`src/rtl/fight_pkg.sv`:
```
// rtl/fight_pkg.sv - shared types and widths for the fight round controller
package fight_pkg;

    localparam int HEALTH_W = 8;

    typedef enum logic [1:0] {
        INTRO  = 2'd0,
        FIGHT  = 2'd1,
        KO     = 2'd2,
        RESULT = 2'd3
    } round_state_t;

    typedef enum logic [1:0] {
        WIN_NONE  = 2'b00,
        WIN_RYU   = 2'b01,
        WIN_AKUMA = 2'b10
    } winner_t;

endpackage

```
`src/rtl/hit_arbiter.sv`:
```
// rtl/hit_arbiter.sv - round-robin grant of two hit requests onto one damage path
module hit_arbiter
    import fight_pkg::*;
(
    input  logic                clk,
    input  logic                reset_n,
    input  logic                enable,
    input  logic                req_a,
    input  logic [HEALTH_W-1:0] dmg_a,
    input  logic                req_b,
    input  logic [HEALTH_W-1:0] dmg_b,
    output logic                grant_a,
    output logic                grant_b,
    output logic [HEALTH_W-1:0] sel_dmg
);

    // 0: side a wins the next contention, 1: side b wins it
    logic rr_ptr;

    // Pointer only moves when both sides compete, so a lone request never shifts fairness
    always_ff @(posedge clk or negedge reset_n) begin
        if (!reset_n) begin
            rr_ptr <= 1'b0;
        end else if (enable && req_a && req_b) begin
            rr_ptr <= ~rr_ptr;
        end
    end

    // Single-cycle grant; acks are combinational so the requester can drop req next cycle
    always_comb begin
        grant_a = 1'b0;
        grant_b = 1'b0;
        if (enable) begin
            if (req_a && req_b) begin
                grant_a = ~rr_ptr;
                grant_b = rr_ptr;
            end else begin
                grant_a = req_a;
                grant_b = req_b;
            end
        end
        sel_dmg = grant_b ? dmg_b : dmg_a;
    end

endmodule

```
`src/rtl/fight_round_ctrl.sv`:
```
// rtl/fight_round_ctrl.sv - round sequencer, health registers and KO display gating
module fight_round_ctrl
    import fight_pkg::*;
#(
    parameter logic [HEALTH_W-1:0] MAX_HEALTH   = 8'd200,
    parameter int                  INTRO_FRAMES = 120,
    parameter int                  KO_FRAMES    = 180,
    parameter int                  BLINK_FRAMES = 15
) (
    input  logic                vga_clk,
    input  logic                reset_n,
    input  logic                frame_tick,
    input  logic                start,
    input  logic                ryu_hit_req,
    input  logic [HEALTH_W-1:0] ryu_hit_dmg,
    output logic                ryu_hit_ack,
    input  logic                akuma_hit_req,
    input  logic [HEALTH_W-1:0] akuma_hit_dmg,
    output logic                akuma_hit_ack,
    output logic [HEALTH_W-1:0] RyuHealth,
    output logic [HEALTH_W-1:0] AkumaHealth,
    output logic                death,
    output logic                ko_blink,
    output logic                freeze,
    output logic [1:0]          winner,
    output logic [1:0]          state_o
);

    localparam int CNT_W = 8;

    round_state_t        state, next_state;
    logic [CNT_W-1:0]    frame_cnt;
    logic [3:0]          blink_cnt;
    logic                run_q;
    winner_t             winner_q;
    logic [HEALTH_W-1:0] ryu_health, akuma_health;
    logic [HEALTH_W-1:0] sel_dmg, target, new_health;
    logic                apply;

    // Holds acks off through reset and the first cycle after release
    always_ff @(posedge vga_clk or negedge reset_n) begin
        if (!reset_n) run_q <= 1'b0;
        else          run_q <= 1'b1;
    end

    hit_arbiter u_arb (
        .clk     (vga_clk),
        .reset_n (reset_n),
        .enable  (run_q),
        .req_a   (ryu_hit_req),
        .dmg_a   (ryu_hit_dmg),
        .req_b   (akuma_hit_req),
        .dmg_b   (akuma_hit_dmg),
        .grant_a (ryu_hit_ack),
        .grant_b (akuma_hit_ack),
        .sel_dmg (sel_dmg)
    );

    // Damage only lands in FIGHT while nobody is already down; other grants are discarded
    assign apply      = (state == FIGHT) && (ryu_health != '0) && (akuma_health != '0);
    assign target     = ryu_hit_ack ? akuma_health : ryu_health;
    assign new_health = (target > sel_dmg) ? target - sel_dmg : '0;

    // Health and winner registers: reload on re-arm, saturating update on a served hit
    always_ff @(posedge vga_clk or negedge reset_n) begin
        if (!reset_n) begin
            ryu_health   <= MAX_HEALTH;
            akuma_health <= MAX_HEALTH;
            winner_q     <= WIN_NONE;
        end else if (state == RESULT && start) begin
            ryu_health   <= MAX_HEALTH;
            akuma_health <= MAX_HEALTH;
            winner_q     <= WIN_NONE;
        end else if (apply && ryu_hit_ack) begin
            akuma_health <= new_health;
            if (new_health == '0) winner_q <= WIN_RYU;
        end else if (apply && akuma_hit_ack) begin
            ryu_health <= new_health;
            if (new_health == '0) winner_q <= WIN_AKUMA;
        end
    end

    // Round state register
    always_ff @(posedge vga_clk or negedge reset_n) begin
        if (!reset_n) state <= INTRO;
        else          state <= next_state;
    end

    // Next-state decode
    always_comb begin
        next_state = state;
        case (state)
            INTRO:  if (frame_tick && frame_cnt == CNT_W'(INTRO_FRAMES - 1)) next_state = FIGHT;
            FIGHT:  if (ryu_health == '0 || akuma_health == '0) next_state = KO;
            KO:     if (frame_tick && frame_cnt == CNT_W'(KO_FRAMES - 1)) next_state = RESULT;
            RESULT: if (start) next_state = INTRO;
        endcase
    end

    // Frame counter restarts on every state change and counts ticks in the timed states
    always_ff @(posedge vga_clk or negedge reset_n) begin
        if (!reset_n) begin
            frame_cnt <= '0;
        end else if (next_state != state) begin
            frame_cnt <= '0;
        end else if (frame_tick && (state == INTRO || state == KO)) begin
            frame_cnt <= frame_cnt + 1'b1;
        end
    end

    // KO banner blink: on at KO entry, toggles every BLINK_FRAMES ticks, solid in RESULT
    always_ff @(posedge vga_clk or negedge reset_n) begin
        if (!reset_n) begin
            ko_blink  <= 1'b0;
            blink_cnt <= '0;
        end else if (next_state == KO && state != KO) begin
            ko_blink  <= 1'b1;
            blink_cnt <= '0;
        end else if (state == KO && next_state == KO) begin
            if (frame_tick) begin
                if (blink_cnt == 4'(BLINK_FRAMES - 1)) begin
                    ko_blink  <= ~ko_blink;
                    blink_cnt <= '0;
                end else begin
                    blink_cnt <= blink_cnt + 1'b1;
                end
            end
        end else begin
            ko_blink <= (next_state == RESULT);
        end
    end

    assign RyuHealth   = ryu_health;
    assign AkumaHealth = akuma_health;
    assign winner      = winner_q;
    assign state_o     = state;
    assign death       = (state == KO) || (state == RESULT);
    assign freeze      = (state != FIGHT);

endmodule

```
`config.mk`:
```
export PLATFORM = sky130hd
export DESIGN_NAME = fight_round_ctrl
export DESIGN_NICKNAME = d
export VERILOG_FILES = /design/src/rtl/fight_pkg.sv /design/src/rtl/hit_arbiter.sv /design/src/rtl/fight_round_ctrl.sv
export SDC_FILE = /design/constraint.sdc
export NUM_CORES = 1
export LEC_CHECK = 0
export ABC_AREA = 1
export BUFFER_PORTS_ARGS = -buffer_cell sky130_fd_sc_hd__buf_2
export CAP_MARGIN = 20
export CELL_PAD_IN_SITES_DETAIL_PLACEMENT = 1
export CELL_PAD_IN_SITES_GLOBAL_PLACEMENT = 1
export CORE_MARGIN = 1
export CORE_UTILIZATION = 44
export DETAILED_ROUTE_END_ITERATION = 7
export HOLD_SLACK_MARGIN = 0.08
export PLACE_DENSITY_LB_ADDON = 0.1
export SYNTH_ARGS = -nofsm -noshare
export SYNTH_HDL_FRONTEND = slang
export SYNTH_SLANG_ARGS = --single-unit
```
`constraint.sdc`:
```
create_clock -name vga_clk -period 5.1 [get_ports vga_clk]
set_clock_uncertainty 0.2 [all_clocks]
set_input_delay 0.51 -clock vga_clk [delete_from_list [all_inputs] [get_ports vga_clk]]
set_output_delay 0.51 -clock vga_clk [all_outputs]
set_load 0.02 [all_outputs]
```
==> flow_metrics.env <==
export IMPL_die_w_um=78.43
export IMPL_grt_pass1_vias=2417
export IMPL_grt_overflow=0
export IMPL_layout_min_cycle_time_ps=3281
export IMPL_critical_path_top_delay_family="simple AND/OR/NAND/NOR gates"
export IMPL_vdd_drop_max_mv=0.3438
export IMPL_avgSynthCellArea_um2=7.406
export IMPL_hpwlAfterDp_um=5439
export IMPL_globalplace_congestion=0.8434
export IMPL_core_area_um2=5574
export IMPL_crit_end="winner[1]$_DFFE_PN0P_"
export IMPL_worstRegToRegCells=19
export IMPL_synth_yosys_seq_area_share_pct=34.37
export IMPL_start_util_pct=46.11
export IMPL_vias_per_cell=5.011
export IMPL_hp_class="input port to async pin"
export IMPL_antenna_found_initial=0
export IMPL_grt_start_max_net_pins=36
export IMPL_path_class="flip-flop to flip-flop"
export IMPL_n_fill_cell=778
export IMPL_fin_tns_setup_ps=0
export IMPL_cp_data_arrival_time_ps=3280
export IMPL_yosysMostFrequentCell="nand2_1"
export IMPL_cts_tree="yes"
export IMPL_synthFlopType="dfrtp_1"
export IMPL_worstSetupPathDepth=19
export IMPL_synth_commonest_cells="nand2_1, inv_1, dfrtp_1"
export IMPL_fp_row_count=27
export IMPL_status="complete, no violations"
export IMPL_die_area_um2=6150
export IMPL_netlist_instances=347
export IMPL_cp_cell_sequence="nand2_1, inv_1, nand2_1, inv_1, or2_2, o21ai_0, inv_1, ha_1, nand2_1, inv_1, nand4_4, nand2_4, nor2_1, nor2_1, nand3_2, nand2_2, nand2_2, nand2_1, nand2_1"
export IMPL_io_buffers=46
export IMPL_synth_area_um2=2570
export IMPL_grt_pass1_wl_um=11670
export IMPL_area_growth_syn_to_layout_pct=16.75
export IMPL_relSlewSlack_pct=46.74
export IMPL_synth_top_cells_by_area="dfrtp_1, nand2_1, inv_1"
export IMPL_h_tree_depth=2
export IMPL_remaining_drc_errors=0
export IMPL_drt_initial_drc_count=93
export IMPL_r2r_end="winner[1]$_DFFE_PN0P_"
export IMPL_cts_setup_buffers=0
export IMPL_nets=432
export IMPL_fin_cells=471
export IMPL_start_kind="flip-flop"
export IMPL_fin_total_pwr_mw=1.593
export IMPL_ys_seq_elements=35
export IMPL_multi_input_comb_area_um2=1463
export IMPL_slowest_delay_ps=420
export IMPL_numCtsBuffers=5
export IMPL_path_max_fanout=16
export IMPL_cts_buffer_depth=2
export IMPL_drt_wl_total_um=6867
export IMPL_max_freq_mhz=304.8
export IMPL_report_final_slew_viol_count=0
export IMPL_timing_critical_path_mode_cell="nand2_1"
export IMPL_layout_drive_gt1_share_pct=25.56
export IMPL_critPathBufInv=4
export IMPL_cts_repair_resized=0
export IMPL_finalHoldViolCount=0
export IMPL_stdcell_area_um2=3000
export IMPL_clk_pin_slew_ps=80
export IMPL_worstPathRequired_ps=5100
export IMPL_tightest_slew_ps=798.9
export IMPL_synth_top_cell_area_share_pct=28.24
export IMPL_rsz0062_at_grt="false"
export IMPL_cts_root_buf="clkbuf_8"
export IMPL_drt_antenna_violating_nets=0
export IMPL_firstDrtPassIters=4
export IMPL_clk_latency_ps=300
export IMPL_max_cap_viol_count=0
export IMPL_wl_per_cell_um=14.58
export IMPL_dpl_instance_area_um2=2883
export IMPL_finalSetupViolCount=0
export IMPL_die_y_um=78.43
export IMPL_fin_crit_sh_pct=64.33
export IMPL_leakage_nw=1.607
export IMPL_async_flop_share_pct=100.0
export IMPL_ys_warn_count=0
export IMPL_crit_path_start="run_q$_DFF_PN0_"
export IMPL_cp_end_kind="flip-flop"
export IMPL_r2r_setup_slack_ps=1820
export IMPL_synth_distinct_cells=34
export IMPL_syn_nets=381
export IMPL_crit_slowest_cell="nand2_1"
export IMPL_num_io_pins=47
export IMPL_ctsHoldBuffers=0
export IMPL_diodes=0
export IMPL_r2r_start="run_q$_DFF_PN0_"
export IMPL_numClockSinks=35
export IMPL_grtUsageTotal_pct=24.90
export IMPL_regArea_um2=883.3
export IMPL_power_density_nw_per_um2=531.1
export IMPL_vias=2360
export IMPL_dp_cells=463
export IMPL_yosysTopAreaCell="dfrtp_1"
export IMPL_synth_edf_count=0
## area by class of cell
| class | count | area share (%) |
|---|---|---|
| multi-input cells | 256 | 48.75 |
| flip-flops and latches | 35 | 29.44 |
| repair buffers | 46 | 7.673 |
| inverters | 54 | 7.214 |
| well taps | 72 | 3.002 |
| clock buffers | 6 | 2.752 |
| clock inverters | 2 | 1.168 |
## metrics by stage
stage	hold WS (ps)	worst slack, ps	util, %
2_1_floorplan	14.41	2161	-
3_3_place_gp	285.9	1741	51.72
3_5_place_dp	296.3	1577	51.72
4_1_cts	108.6	1816	53.83
5_1_grt	158.6	1472	53.83
6_report	89.25	1819	53.83
## report_power, final
group	switching, mW	internal [mW]
clock network	0.105	0.158
registers	0.108	0.393
logic	0.537	0.292
## worst register-to-register path, delay by kind of cell (launching register included)
family	cells	cell delay [ps]
and+or+nand+nor	13	1680
DFF	1	380
adders and majority gates	1	310
buffers and inverters	4	460
AOI/OAI and AO/OA	1	150
## layer usage
metal,track usage [%],up-vias,part of all wire (%)
li1,-,1195,-
met1,34.92,1107,50
met2,40.00,52,46
met3,3.953,6,3.7
met4,6.111,0,0.74
met5,0,-,0
## layout by cell type (no fill, tap or decap), types with 5 or more instances in the layout
cell type / Yosys / final
dfstp_2: 6 / 6
nand2_2: 6 / 6
ha_1: 11 / 11
nand2_1: 100 / 100
nor2_2: 5 / 5
nand4_1: 5 / 5
dfrtp_1: 29 / 29
mux2i_1: 6 / 6
nand3b_1: 6 / 6
clkbuf_8: 0 / 6
inv_1: 44 / 44
nand3_2: 6 / 6
nor2_1: 27 / 27
nand3_1: 19 / 19
buf_2: 0 / 46
o21ai_0: 16 / 16
o21ai_1: 10 / 10
inv_2: 9 / 9
xor2_1: 8 / 8
## registers in the layout, summed over array words and instances, names as in the netlist
| register | cells |
|---|---|
| winner | 2 |
| blink_cnt | 4 |
| RyuHealth | 8 |
| AkumaHealth | 8 |
| run_q | 1 |
| frame_cnt | 8 |
| ko_blink | 1 |
| u_arb.rr_ptr | 1 |
| state_o | 2 |
## cells by family (layout without fill, tap and decap cells)
group / after synthesis / in the layout / synth area share [%]
mux: 6 / 6 / 2.337
compound gates: 37 / 37 / 8.618
other cells: 1 / 1 / 0.1459
buf+inv: 56 / 108 / 8.715
xor+xnor: 11 / 11 / 3.749
fa+ha+maj: 12 / 12 / 6.134
simple gates: 189 / 189 / 35.93
flops: 35 / 35 / 34.37
## worst min path at each step
stage                     cells past startpoint  slack [ps]                     start                          to
after floorplan                               0          10                   reset_n  AkumaHealth[0]$_DFFE_PN0N_
after global placement                        2         290  RyuHealth[7]$_DFFE_PN1P_    RyuHealth[7]$_DFFE_PN1P_
after detailed placement                      2         300     winner[0]$_DFFE_PN0P_       winner[0]$_DFFE_PN0P_
after CTS                                     1         110                   reset_n    frame_cnt[4]$_DFFE_PN0P_
after global routing                          1         160                   reset_n    frame_cnt[4]$_DFFE_PN0P_
final                                         1          90                   reset_n    frame_cnt[1]$_DFFE_PN0P_
Note: power is estimated with default switching activity, not from simulation.
